**config.mk**
```make
export PLATFORM = sky130hd
export DESIGN_NAME = conv_result_reader_flat
export DESIGN_NICKNAME = d
export VERILOG_FILES = /design/src/rtl/conv_pkg.sv /design/src/rtl/conv_result_reader_if.sv /design/src/rtl/conv_skid_fifo.sv /design/src/rtl/conv_result_reader.sv /design/src/flat_wrapper.sv
export SDC_FILE = /design/constraint.sdc
export NUM_CORES = 1
export LEC_CHECK = 0
export ABC_AREA = 0
export BUFFER_PORTS_ARGS = -buffer_cell sky130_fd_sc_hd__buf_2
export CAP_MARGIN = 10
export CORE_MARGIN = 2
export CORE_UTILIZATION = 30
export DETAILED_ROUTE_END_ITERATION = 10
export GPL_TIMING_DRIVEN = 0
export SYNTH_ARGS = -nofsm -noshare
export SYNTH_HDL_FRONTEND = slang
export SYNTH_HIERARCHICAL = 1
export SYNTH_SLANG_ARGS = --single-unit
```
**constraint.sdc**
```tcl
create_clock -name clk -period 2.1 [get_ports clk]
set_clock_uncertainty 0.15 [all_clocks]
set_input_delay 0.105 -clock clk [delete_from_list [all_inputs] [get_ports clk]]
set_output_delay 0.105 -clock clk [all_outputs]
set_load 0.02 [all_outputs]
```
**src/rtl/conv_pkg.sv**
```systemverilog
// Shared definitions for the conv2d result path.
// Holds the tensor-size helper used by both conv2d (OUTPUT_MEM_SIZE) and the
// result reader, the reader FSM encoding, and a ceil-log2 helper used to size
// counters.
package conv_pkg;

   // Reader FSM: idle, streaming, one-cycle done pulse.
   typedef enum logic [1:0] {
      IDLE = 2'd0,
      RUN  = 2'd1,
      FIN  = 2'd2
   } conv_state_t;

   // Depth of the skid FIFO between the memory read port and the stream.
   localparam int unsigned FIFO_DEPTH = 2;

   // Number of elements in an NCHW tensor.
   function automatic int unsigned conv_total(input int unsigned batch,
                                              input int unsigned chans,
                                              input int unsigned height,
                                              input int unsigned width);
      return batch * chans * height * width;
   endfunction

   // Smallest r with 2**r >= value; 0 for value <= 1.
   function automatic int unsigned clog2(input int unsigned value);
      int unsigned     r;
      longint unsigned p;
      r = 0;
      p = 1;
      while (p < longint'(value)) begin
         p = p << 1;
         r = r + 1;
      end
      return r;
   endfunction

endpackage

```
**src/rtl/conv_result_reader_if.sv**
```systemverilog
// Bus bundle between the result reader, the output memory read port and the
// downstream stream sink.
//   mem_addr/mem_en  : read request, master -> memory
//   mem_data         : read data one cycle after mem_en, memory -> master
//   m_valid/m_data/m_last : stream beat, master -> sink
//   m_ready          : sink ready, sink -> master
interface conv_result_reader_if #(
   parameter int unsigned DATA_WIDTH = 8,
   parameter int unsigned ADDR_WIDTH = 16
);

   logic [ADDR_WIDTH-1:0] mem_addr;
   logic                  mem_en;
   logic [DATA_WIDTH-1:0] mem_data;
   logic                  m_valid;
   logic                  m_ready;
   logic [DATA_WIDTH-1:0] m_data;
   logic                  m_last;

   modport master (
      output mem_addr, mem_en, m_valid, m_data, m_last,
      input  mem_data, m_ready
   );

   modport slave (
      input  mem_addr, mem_en, m_valid, m_data, m_last,
      output mem_data, m_ready
   );

endinterface

```
**src/rtl/conv_skid_fifo.sv**
```systemverilog
// Two-entry FIFO that absorbs read data while the stream sink stalls.
// Ports:
//   clk, rst  : clock and asynchronous active-low reset
//   push, din : write din this cycle
//   pop       : remove the head this cycle (only when count != 0)
//   head      : oldest entry (drives the stream data)
//   count     : number of valid entries, 0..2
// Push and pop in the same cycle are legal at any fill level, including full.
module conv_skid_fifo
   import conv_pkg::*;
#(
   parameter int unsigned DATA_WIDTH = 8
) (
   input  logic                  clk,
   input  logic                  rst,
   input  logic                  push,
   input  logic                  pop,
   input  logic [DATA_WIDTH-1:0] din,
   output logic [DATA_WIDTH-1:0] head,
   output logic [1:0]            count
);

   logic [DATA_WIDTH-1:0] entry0;
   logic [DATA_WIDTH-1:0] entry1;

   assign head = entry0;

   // entry0 is always the head; entry1 only holds data when full.
   always_ff @(posedge clk or negedge rst) begin
      if (!rst) begin
         entry0 <= '0;
         entry1 <= '0;
         count  <= 2'd0;
      end else begin
         case ({push, pop})
            2'b10: begin
               if (count == 2'd0) begin
                  entry0 <= din;
               end else begin
                  entry1 <= din;
               end
               count <= count + 2'd1;
            end
            2'b01: begin
               entry0 <= entry1;
               count  <= count - 2'd1;
            end
            2'b11: begin
               // Occupancy unchanged: the new word lands behind whatever stays.
               if (count == 2'd2) begin
                  entry0 <= entry1;
                  entry1 <= din;
               end else begin
                  entry0 <= din;
               end
            end
            default: begin
            end
         endcase
      end
   end

   // Writing into a full FIFO without draining would silently drop a word.
   assert property (@(posedge clk) disable iff (!rst)
                    !(push && !pop && count == 2'(FIFO_DEPTH)));

endmodule

```
**src/rtl/conv_result_reader.sv**
```systemverilog
// Drains a finished conv2d result tensor from output memory and streams it,
// in linear NCHW order starting at BASE_ADDR, over a valid/ready interface.
// Ports:
//   clk, rst : clock and asynchronous active-low reset
//   start    : one-cycle pulse, starts a drain when idle
//   busy     : high while the drain is streaming
//   done     : one-cycle pulse after the final beat transfers
//   bus      : memory read port (mem_addr/mem_en/mem_data, 1-cycle read
//              latency) and stream (m_valid/m_ready/m_data/m_last)
// With m_ready held high the stream sustains one beat per cycle.
module conv_result_reader
   import conv_pkg::*;
#(
   parameter int unsigned BATCH_SIZE   = 1,
   parameter int unsigned OUT_CHANNELS = 1,
   parameter int unsigned OUT_HEIGHT   = 4,
   parameter int unsigned OUT_WIDTH    = 4,
   parameter int unsigned DATA_WIDTH   = 8,
   parameter int unsigned ADDR_WIDTH   = 16,
   parameter int unsigned BASE_ADDR    = 0
) (
   input  logic                 clk,
   input  logic                 rst,
   input  logic                 start,
   output logic                 busy,
   output logic                 done,
   conv_result_reader_if.master bus
);

   localparam int unsigned      TOTAL     = conv_total(BATCH_SIZE, OUT_CHANNELS,
                                                       OUT_HEIGHT, OUT_WIDTH);
   localparam int unsigned      CNT_W     = clog2(TOTAL + 1);
   localparam logic [CNT_W-1:0] TOTAL_C   = CNT_W'(TOTAL);
   localparam logic [CNT_W-1:0] LAST_BEAT = CNT_W'(TOTAL - 1);

   if (TOTAL == 0 || (64'(BASE_ADDR) + 64'(TOTAL)) > (64'd1 << ADDR_WIDTH)) begin : g_bad_cfg
      $error("conv_result_reader: empty tensor or tensor exceeds address space");
   end

   conv_state_t           state;
   logic [CNT_W-1:0]      rd_cnt;
   logic [CNT_W-1:0]      beat_cnt;
   logic                  inflight;
   logic                  issue;
   logic                  pop;
   logic [2:0]            occupancy;
   logic [1:0]            fifo_count;
   logic [DATA_WIDTH-1:0] fifo_head;

   conv_skid_fifo #(
      .DATA_WIDTH (DATA_WIDTH)
   ) u_fifo (
      .clk   (clk),
      .rst   (rst),
      .push  (inflight),
      .pop   (pop),
      .din   (bus.mem_data),
      .head  (fifo_head),
      .count (fifo_count)
   );

   // Read issue: a word already in flight will land next cycle, so it counts
   // against FIFO space. The beat leaving this cycle frees a slot, which is
   // what lets a continuously ready sink get one word per cycle without
   // ever overfilling the two entries.
   always_comb begin
      pop       = (fifo_count != 2'd0) && bus.m_ready;
      occupancy = {1'b0, fifo_count} + {2'b00, inflight};
      issue     = (state == RUN) && (rd_cnt < TOTAL_C) &&
                  (occupancy < (3'(FIFO_DEPTH) + {2'b00, pop}));
   end

   assign bus.mem_en   = issue;
   assign bus.mem_addr = ADDR_WIDTH'(BASE_ADDR) + ADDR_WIDTH'(rd_cnt);
   assign bus.m_valid  = (fifo_count != 2'd0);
   assign bus.m_data   = fifo_head;
   assign bus.m_last   = (fifo_count != 2'd0) && (beat_cnt == LAST_BEAT);

   // Control FSM with its counters. busy and done are registered; the drain
   // ends on the transfer of the last beat rather than on the last read, so
   // done never precedes the final beat.
   always_ff @(posedge clk or negedge rst) begin
      if (!rst) begin
         state    <= IDLE;
         rd_cnt   <= '0;
         beat_cnt <= '0;
         inflight <= 1'b0;
         busy     <= 1'b0;
         done     <= 1'b0;
      end else begin
         inflight <= issue;
         case (state)
            IDLE: begin
               done     <= 1'b0;
               rd_cnt   <= '0;
               beat_cnt <= '0;
               if (start) begin
                  state <= RUN;
                  busy  <= 1'b1;
               end
            end
            RUN: begin
               if (issue) begin
                  rd_cnt <= rd_cnt + CNT_W'(1);
               end
               if (pop) begin
                  if (beat_cnt == LAST_BEAT) begin
                     state <= FIN;
                     busy  <= 1'b0;
                     done  <= 1'b1;
                  end else begin
                     beat_cnt <= beat_cnt + CNT_W'(1);
                  end
               end
            end
            FIN: begin
               done  <= 1'b0;
               state <= IDLE;
            end
            default: begin
               state <= IDLE;
            end
         endcase
      end
   end

endmodule
```
**src/flat_wrapper.sv**
```systemverilog
// flat-port wrapper written by rule: the top's interface ports become plain ports
module conv_result_reader_flat import conv_pkg::*;
#(
   parameter int unsigned BATCH_SIZE   = 1,
   parameter int unsigned OUT_CHANNELS = 1,
   parameter int unsigned OUT_HEIGHT   = 4,
   parameter int unsigned OUT_WIDTH    = 4,
   parameter int unsigned DATA_WIDTH   = 8,
   parameter int unsigned ADDR_WIDTH   = 16,
   parameter int unsigned BASE_ADDR    = 0
)
  (clk, rst, start, busy, done, bus_mem_addr, bus_mem_en, bus_m_valid, bus_m_data, bus_m_last, bus_mem_data, bus_m_ready);
  conv_result_reader_if #(.DATA_WIDTH(DATA_WIDTH), .ADDR_WIDTH(ADDR_WIDTH)) bus_i ();
  input  logic clk;
  input  logic rst;
  input  logic start;
  output logic busy;
  output logic done;
  output wire logic [$bits(bus_i.mem_addr)-1:0] bus_mem_addr;
  output wire logic [$bits(bus_i.mem_en)-1:0] bus_mem_en;
  output wire logic [$bits(bus_i.m_valid)-1:0] bus_m_valid;
  output wire logic [$bits(bus_i.m_data)-1:0] bus_m_data;
  output wire logic [$bits(bus_i.m_last)-1:0] bus_m_last;
  input wire logic [$bits(bus_i.mem_data)-1:0] bus_mem_data;
  input wire logic [$bits(bus_i.m_ready)-1:0] bus_m_ready;
  assign bus_mem_addr = bus_i.mem_addr;
  assign bus_mem_en = bus_i.mem_en;
  assign bus_m_valid = bus_i.m_valid;
  assign bus_m_data = bus_i.m_data;
  assign bus_m_last = bus_i.m_last;
  assign bus_i.mem_data = bus_mem_data;
  assign bus_i.m_ready = bus_m_ready;
  conv_result_reader #(.BATCH_SIZE(BATCH_SIZE), .OUT_CHANNELS(OUT_CHANNELS), .OUT_HEIGHT(OUT_HEIGHT), .OUT_WIDTH(OUT_WIDTH), .DATA_WIDTH(DATA_WIDTH), .ADDR_WIDTH(ADDR_WIDTH), .BASE_ADDR(BASE_ADDR)) u_core (.clk(clk), .rst(rst), .start(start), .busy(busy), .done(done), .bus(bus_i));
endmodule
```
==> results of run 1 <==
==> per-layer routing <==
layer | global-route usage | wire length (µm)
met5 | 0 | 0
met1 | 0.156 | 1770
met2 | 0.227 | 2050
met3 | 0.0278 | 155
met4 | 0.0661 | 65
==> synthesized netlist by cell type (all sizes together) (4+ instances only) <==
library cell  count  area [µm²]
a21oi            11        55.1
a31oi            10        62.6
buf              13        95.1
clkbuf            5        18.8
dfrtp            33         826
ha                9         113
inv               7        26.3
mux2              8        90.1
nand2            10        37.5
nand3            10        50.1
nor2              9        36.3
o21ai            19        98.8
o311ai            4        35.0
or3               4        30.0
==> registers in the layout, indices dropped and copies added (netlist names) <==
signal / flops
u_core/beat_cnt: 5
u_core/busy: 1
u_core/done: 1
u_core/inflight: 1
u_core/rd_cnt: 5
u_core/state: 2
u_core/u_fifo/count: 2
u_core/u_fifo/entry1: 8
u_core/u_fifo/head: 8
==> final timing paths <==
path | startpoint | to | slack, ns | cells past startpoint
min in group asynchronous | rst | u_core/rd_cnt[2]$_DFFE_PN0P_ | 0.28 | 2
worst max-delay path | u_core/beat_cnt[0]$_DFFE_PN0P_ | u_core/beat_cnt[3]$_DFFE_PN0P_ | 0.06 | 6
worst min register to register | u_core/done$_DFFE_PN0P_ | u_core/done$_DFFE_PN0P_ | 0.34 | 1
worst max register to register | u_core/beat_cnt[0]$_DFFE_PN0P_ | u_core/beat_cnt[3]$_DFFE_PN0P_ | 0.06 | 6
worst min-delay path | bus_m_ready | u_core/state[0]$_DFFE_PN0P_ | 0.08 | 4
max in group asynchronous | rst | u_core/u_fifo/count[1]$_DFFE_PN0P_ | 0.98 | 2
==> cells in the final DEF (no fill, tap or decap), types with 2 or more instances in the layout <==
master,count
sky130_fd_sc_hd__dfrtp_1,32
sky130_fd_sc_hd__buf_2,29
sky130_fd_sc_hd__buf_4,18
sky130_fd_sc_hd__o21ai_0,15
sky130_fd_sc_hd__conb_1,11
sky130_fd_sc_hd__dlygate4sd3_1,10
sky130_fd_sc_hd__nand2_1,10
sky130_fd_sc_hd__nand3_1,10
sky130_fd_sc_hd__a21oi_1,10
sky130_fd_sc_hd__a31oi_1,10
sky130_fd_sc_hd__mux2_2,8
sky130_fd_sc_hd__inv_1,6
sky130_fd_sc_hd__nor2_1,6
sky130_fd_sc_hd__ha_1,6
sky130_fd_sc_hd__clkbuf_8,5
sky130_fd_sc_hd__clkbuf_1,4
sky130_fd_sc_hd__o311ai_0,4
sky130_fd_sc_hd__o21ai_2,2
sky130_fd_sc_hd__nor2_2,2
sky130_fd_sc_hd__and2_1,2
sky130_fd_sc_hd__o21a_1,2
sky130_fd_sc_hd__nor4_1,2
sky130_fd_sc_hd__or3_4,2
sky130_fd_sc_hd__or3_1,2
sky130_fd_sc_hd__nand3b_1,2
sky130_fd_sc_hd__ha_2,2
sky130_fd_sc_hd__xor2_1,2
sky130_fd_sc_hd__buf_6,2
==> cell families after synthesis <==
kind of cell | Yosys count | synth area share
multiplexers | 8 | 0.0507
adder cells (fa/ha/maj) | 9 | 0.0634
flip-flops | 33 | 0.465
XOR/XNOR | 3 | 0.0148
AO/OA/AOI/OAI | 50 | 0.175
buffers and inverters | 26 | 0.0810
other | 1 | 0.00211
AND/OR/NAND/NOR | 48 | 0.148
==> cell type report <==
cell class              instances  area (µm²)  area share
repair buffers                 46         308       0.131
flip-flops and latches         33         827       0.352
clock inverters                 1        5.00     0.00213
inverters                       8        33.8      0.0144
plain buffers                  17         110      0.0469
multi-input cells             129         903       0.384
well taps                      75        93.8      0.0399
clock buffers                   5        68.8      0.0293
==> what timing repair did <==
action | CTS | global route
gates resized for setup | 7 | 14
endpoints found under the setup margin | 19 | 19
hold buffers | 10 | 0
pin swaps | 2 | 4
setup buffers | 4 | 3
endpoints found under the hold margin | 50 | 0
==> power by group through the flow <==
stage,combinational (µW),sequential [µW],clock [µW]
after CTS,1780,1170,459
final,1890,1170,447
after global routing,2100,1220,486
after global placement,1620,1180,0
after detailed placement,1640,1190,0
after floorplan,1050,1320,0
==> stage by stage <==
stage	util	TNS (ns)
6_report	0.404	0
5_1_grt	0.404	-0.123
4_1_cts	0.391	0
3_5_place_dp	0.354	-3.23
3_3_place_gp	0.354	-2.95
2_1_floorplan	-	0
==> critical path: stages (launching register included) <==
cell,delay [ns]
sky130_fd_sc_hd__dfrtp_1,0.39
sky130_fd_sc_hd__ha_2,0.19
sky130_fd_sc_hd__and3_4,0.18
sky130_fd_sc_hd__ha_4,0.17
sky130_fd_sc_hd__or3_4,0.42
sky130_fd_sc_hd__or3_4,0.34
sky130_fd_sc_hd__a21oi_2,0.13
==> flow_metrics.tcl, run 1 <==
set metrics [dict create \
    cts-buffers-inserted 5 \
    logic_gate_share_of_total_power 0.538 \
    post-route-cell-area_um2 2350 \
    nNetsFinal 261 \
    maxCapViolCount 0 \
    cts_tree "done" \
    layout-area-overhead-vs-synth_pct 32.3 \
    port-buffer-count 29 \
    report.final.hold_viol_count 0 \
    path_max_fanout 7 \
    antenna-diode-count 0 \
    cts_root_buf "sky130_fd_sc_hd__clkbuf_8" \
    antenna_violations_before_repair 0 \
    drt-wirelength-per-cell_um 12.9 \
    wirelength_mm 4.04 \
    synth_enable_flop_cells 0 \
    drcViolationCount 0 \
    cp_data_arrival_time_ns 2.11 \
    drtIter0Drc 140 \
    maxSlewHeadroom 0.483 \
    placement.setup.worst_slack_ns -0.214 \
    layout.cells.non_filler 314 \
    vias 1516 \
    max_clock_freq_mhz 491 \
    clk_latency_ns 0.28 \
    power.leakage_uw 0.00107 \
    die-height_um 81.0 \
    netlist_instances 178 \
    worst-slew-pin-transition_ns 0.775 \
    pwr_density_cell_nw_per_um2 1490 \
    clk_transition_reported_paths_ns 0.07 \
    p_sw_frac 0.431 \
    postSynth.topFlopCell "sky130_fd_sc_hd__dfrtp_1" \
    synth_cell_type_count 39 \
    boundaryPins 41 \
    cts.path.max_buffers 2 \
    grt_setup_unrepaired "true" \
    setup_slack_ns 0.0628 \
    required_time_at_the_endpoint_of_the_critical_path_ns 2.17 \
    hold_wc_path_type "input pin to register" \
    yosys_warnings 6 \
    placement_row_count 28 \
    share_seq_of_total_power 0.334 \
    setup-violations-final 0 \
    worst_hold_slack_ns 0.0814 \
    run_status "finished, final reports clean" \
    track_usage 0.132 \
    hpwlAfterDp_mm 2.63 \
    grt_max_degree 34 \
    synthesis.area_um2 1780 \
    power.ir.vdd_worst_mv 0.455 \
    final_antenna_net_count 0 \
    synth_sequential_area_ratio 0.465 \
    core_area_um2 5820 \
    timing.setup.critical_path_class "register to register" \
    grt_first_pass_wirelength_mm 6.67 \
    dp_cell_count 292 \
    initial_core_util 0.306 \
    filler_cell_count 606 \
    layout_cell_share_with_drive_strength_beyond_1 0.347 \
    synthesis.area_per_instance_um2 9.98 \
    viasPerCell 4.83 \
    post_detailed_placement_cell_area_um2 2060 \
    ys_ff_latch 33 \
    timing.final.crit_period_ns 2.04 \
    grt.overflow.total 0 \
    critPathCaptureType "register" \
    die_span_x_um 81.0 \
    clock_sink_count 33 \
    clkPwrFrac 0.127 \
    total_power_consumption_of_the_routed_design_uw 3510 \
    finalWeightedCongestion 0.748 \
    internal_power_uw 2000 \
    drt_pre_antenna_iters 4 \
    timing_max_transition_violations_final 0 \
    grt_pass1_vias 1501 \
    synth_async_sr_flop_share 1.00 \
    cts_max_level 2 \
    floorplan.die_area_um2 6550 \
    crit_path_start_kind "register" \
    net-switching-power_uw 1510 \
    final_min_period_over_clock_period 0.970 \
]
Power figures use the tool's default switching activity.
==> run 2: changes to the inputs <==
- CAP_MARGIN: 10 -> 20
- SYNTH_HIERARCHICAL: 1 -> not set
==> flow_metrics.tcl, run 2 <==
set metrics [dict create \
    antenna-diode-count 0 \
    layout_cell_share_with_drive_strength_beyond_1 0.313 \
    drt-wirelength-per-cell_um 11.8 \
    hpwlAfterDp_mm 2.34 \
    synth_area_leader_cell "sky130_fd_sc_hd__dfrtp_1" \
    rr_startpoint "u_core.beat_cnt[0]$_DFFE_PN0P_" \
    run_status "finished, final reports clean" \
    worst-slew-pin-transition_ns 0.718 \
    layout.cells.most_common_list "sky130_fd_sc_hd__dfrtp_1 (32), sky130_fd_sc_hd__buf_2 (29), sky130_fd_sc_hd__buf_4 (14), sky130_fd_sc_hd__conb_1 (11)" \
    layout-area-overhead-vs-synth_pct 30.1 \
    antenna_violations_before_repair 0 \
    maxSlewHeadroom 0.521 \
    netlist_instances 155 \
    port-buffer-count 29 \
    cts_root_buf "sky130_fd_sc_hd__clkbuf_8" \
    placement_row_count 27 \
    post_synth_most_frequent_cells "sky130_fd_sc_hd__dfrtp_1 (33), sky130_fd_sc_hd__buf_4 (11), sky130_fd_sc_hd__nand2_1 (10), sky130_fd_sc_hd__nor2_1 (10), sky130_fd_sc_hd__mux2_2 (9)" \
    timing.critical_path.cells "ha_1, and3_1, ha_4, or3_1, or3_1, o21ai_0" \
    die-height_um 78.2 \
    synthesis.area_um2 1650 \
    dominant_combinational_cell_family_by_area_after_synthesis "compound AO/OA/AOI/OAI gates" \
    layout.cells.most_common "sky130_fd_sc_hd__dfrtp_1" \
    track_usage 0.118 \
    grt_pass1_vias 1204 \
    postSynth.topFlopCell "sky130_fd_sc_hd__dfrtp_1" \
    grt_max_degree 34 \
    final_min_period_over_clock_period 0.957 \
    clk_transition_reported_paths_ns 0.07 \
    synth_enable_flop_cells 0 \
    synth_simple_gate_area_share 0.101 \
    cts.path.max_buffers 2 \
    vias 1300 \
    drcViolationCount 0 \
    critical_path.most_common_cell "sky130_fd_sc_hd__or3_1" \
    mux_contribution_to_synthesized_area 0.0734 \
    power.leakage_uw 0.00107 \
    timing.setup.critical_path_class "register to register" \
    cts-buffers-inserted 5 \
    timing.final.crit_period_ns 2.01 \
    synth_async_sr_flop_share 1.00 \
    clock_sink_count 33 \
    synth_most_common_cell "sky130_fd_sc_hd__dfrtp_1" \
    clk_latency_ns 0.28 \
    crit_end "u_core.beat_cnt[3]$_DFFE_PN0P_" \
    initial_core_util 0.306 \
    timing.reg2reg.setup_slack_ns 0.09 \
    floorplan.die_area_um2 6120 \
    synth.top_cells.by_area "sky130_fd_sc_hd__dfrtp_1 (50%), sky130_fd_sc_hd__mux2_2 (6.1%), sky130_fd_sc_hd__buf_4 (5.0%)" \
    synth_compound_gate_area_share 0.202 \
    synthXorXnorAreaFrac 0.00530 \
    drtIter0Drc 30 \
    worst_hold_slack_ns 0.0745 \
    setup-violations-final 0 \
    required_time_at_the_endpoint_of_the_critical_path_ns 2.15 \
    crit_path_start_kind "register" \
    cts_tree "done" \
    timing_max_transition_violations_final 0 \
    path_max_fanout 7 \
    pwr_density_cell_nw_per_um2 1440 \
    synth-adder-area-share 0.0379 \
    wirelength_mm 3.38 \
    grt.overflow.total 0 \
    nNetsFinal 230 \
    synth_cell_type_count 39 \
    hold_wc_path_type "input pin to register" \
    critPathSlowestCell "sky130_fd_sc_hd__dfrtp_1" \
    viasPerCell 4.55 \
    power.ir.vdd_worst_mv 0.652 \
    critPathCaptureType "register" \
    ys_ff_latch 33 \
    cp_data_arrival_time_ns 2.06 \
    core_area_um2 5410 \
    maxCapViolCount 0 \
    report.final.hold_viol_count 0 \
    grt_setup_unrepaired "false" \
    drt_pre_antenna_iters 4 \
    yosys_warnings 0 \
    final_antenna_net_count 0 \
    max_clock_freq_mhz 497 \
    synthesis.area_per_instance_um2 10.7 \
    cts_max_level 2 \
    synth_sequential_area_ratio 0.500 \
    fin_util 0.398 \
    die_span_x_um 78.2 \
    finalWeightedCongestion 0.721 \
    post-synth-top-area-fraction 0.500 \
    grt_first_pass_wirelength_mm 5.78 \
    r2r_end "u_core.beat_cnt[3]$_DFFE_PN0P_" \
    finalSetupTns_ns 0 \
    boundaryPins 41 \
    r2r.worst_path.cells 6 \
    crit_path_max_incr_delay_ns 0.40 \
    setup.worst_path.start "u_core.beat_cnt[0]$_DFFE_PN0P_" \
]
-- run 2: power by group --
part / switching (µW) / internal (µW) / total, µW
combinational: 841 / 667 / 1510
sequential: 204 / 931 / 1140
clock: 233 / 229 / 461
-- run 2: worst min path at each step --
stage	start	endpoint	slack [ns]	depth (start not counted)
floorplan	rst	u_core.beat_cnt[0]$_DFFE_PN0P_	-0.34	0
global placement	rst	u_core.rd_cnt[0]$_DFFE_PN0P_	0.07	1
detailed placement	rst	u_core.rd_cnt[0]$_DFFE_PN0P_	0.06	1
CTS	bus_m_ready	u_core.u_fifo.count[0]$_DFFE_PN0P_	0.06	3
global route	bus_m_ready	u_core.u_fifo.count[1]$_DFFE_PN0P_	0.12	4
finish	bus_m_ready	u_core.u_fifo.count[0]$_DFFE_PN0P_	0.07	3
-- run 2: final cells by class --
cell class,count,area [µm²]
timing repair buffer,41,263
buffer,15,98.8
sequential,33,827
inverter,8,30.0
multi-input combinational,109,754
clock inverter,3,17.5
fill,559,3260
tap,72,90.1
clock buffer,5,68.8
-- run 2: logic make-up after synthesis --
group,count (synthesis)
other,1
AND/OR/NAND/NOR,35
adder cells (fa/ha/maj),5
buffers and inverters,23
flip-flops,33
AO/OA/AOI/OAI,46
multiplexers,11
XOR/XNOR,1
-- run 2: what timing repair did --
action,in CTS,in global routing
setup endpoints to repair,1,3
gates resized for setup,3,3
setup buffers,0,2
hold endpoints to repair,51,0
hold buffers,10,0
-- run 2: worst max-delay path, delay by kind of cell (launching register included) --
family          cells  cell delay (ns)
compound gates      1             0.08
fa+ha+maj           2             0.40
flops               1             0.40
simple gates        3             0.89
-- run 2: metrics by stage --
step	instance area, µm²	std cells	worst slack [ns]	total power (µW)
after floorplan	1690	165	0.142	2170
after global placement	1930	266	0.0657	2550
after detailed placement	1930	266	0.0246	2570
after CTS	2120	284	0.0306	3090
after global routing	2150	286	0.0131	3370
final	2150	286	0.0893	3100
-- run 2: metal layers --
| layer | track usage | wire length (µm) | up-vias |
|---|---|---|---|
| met5 | 0 | 0 | - |
| met4 | 0.0263 | 17 | 0 |
| met3 | 0.0333 | 154 | 2 |
| met2 | 0.187 | 1560 | 30 |
| met1 | 0.161 | 1650 | 610 |
| li1 | - | - | 658 |
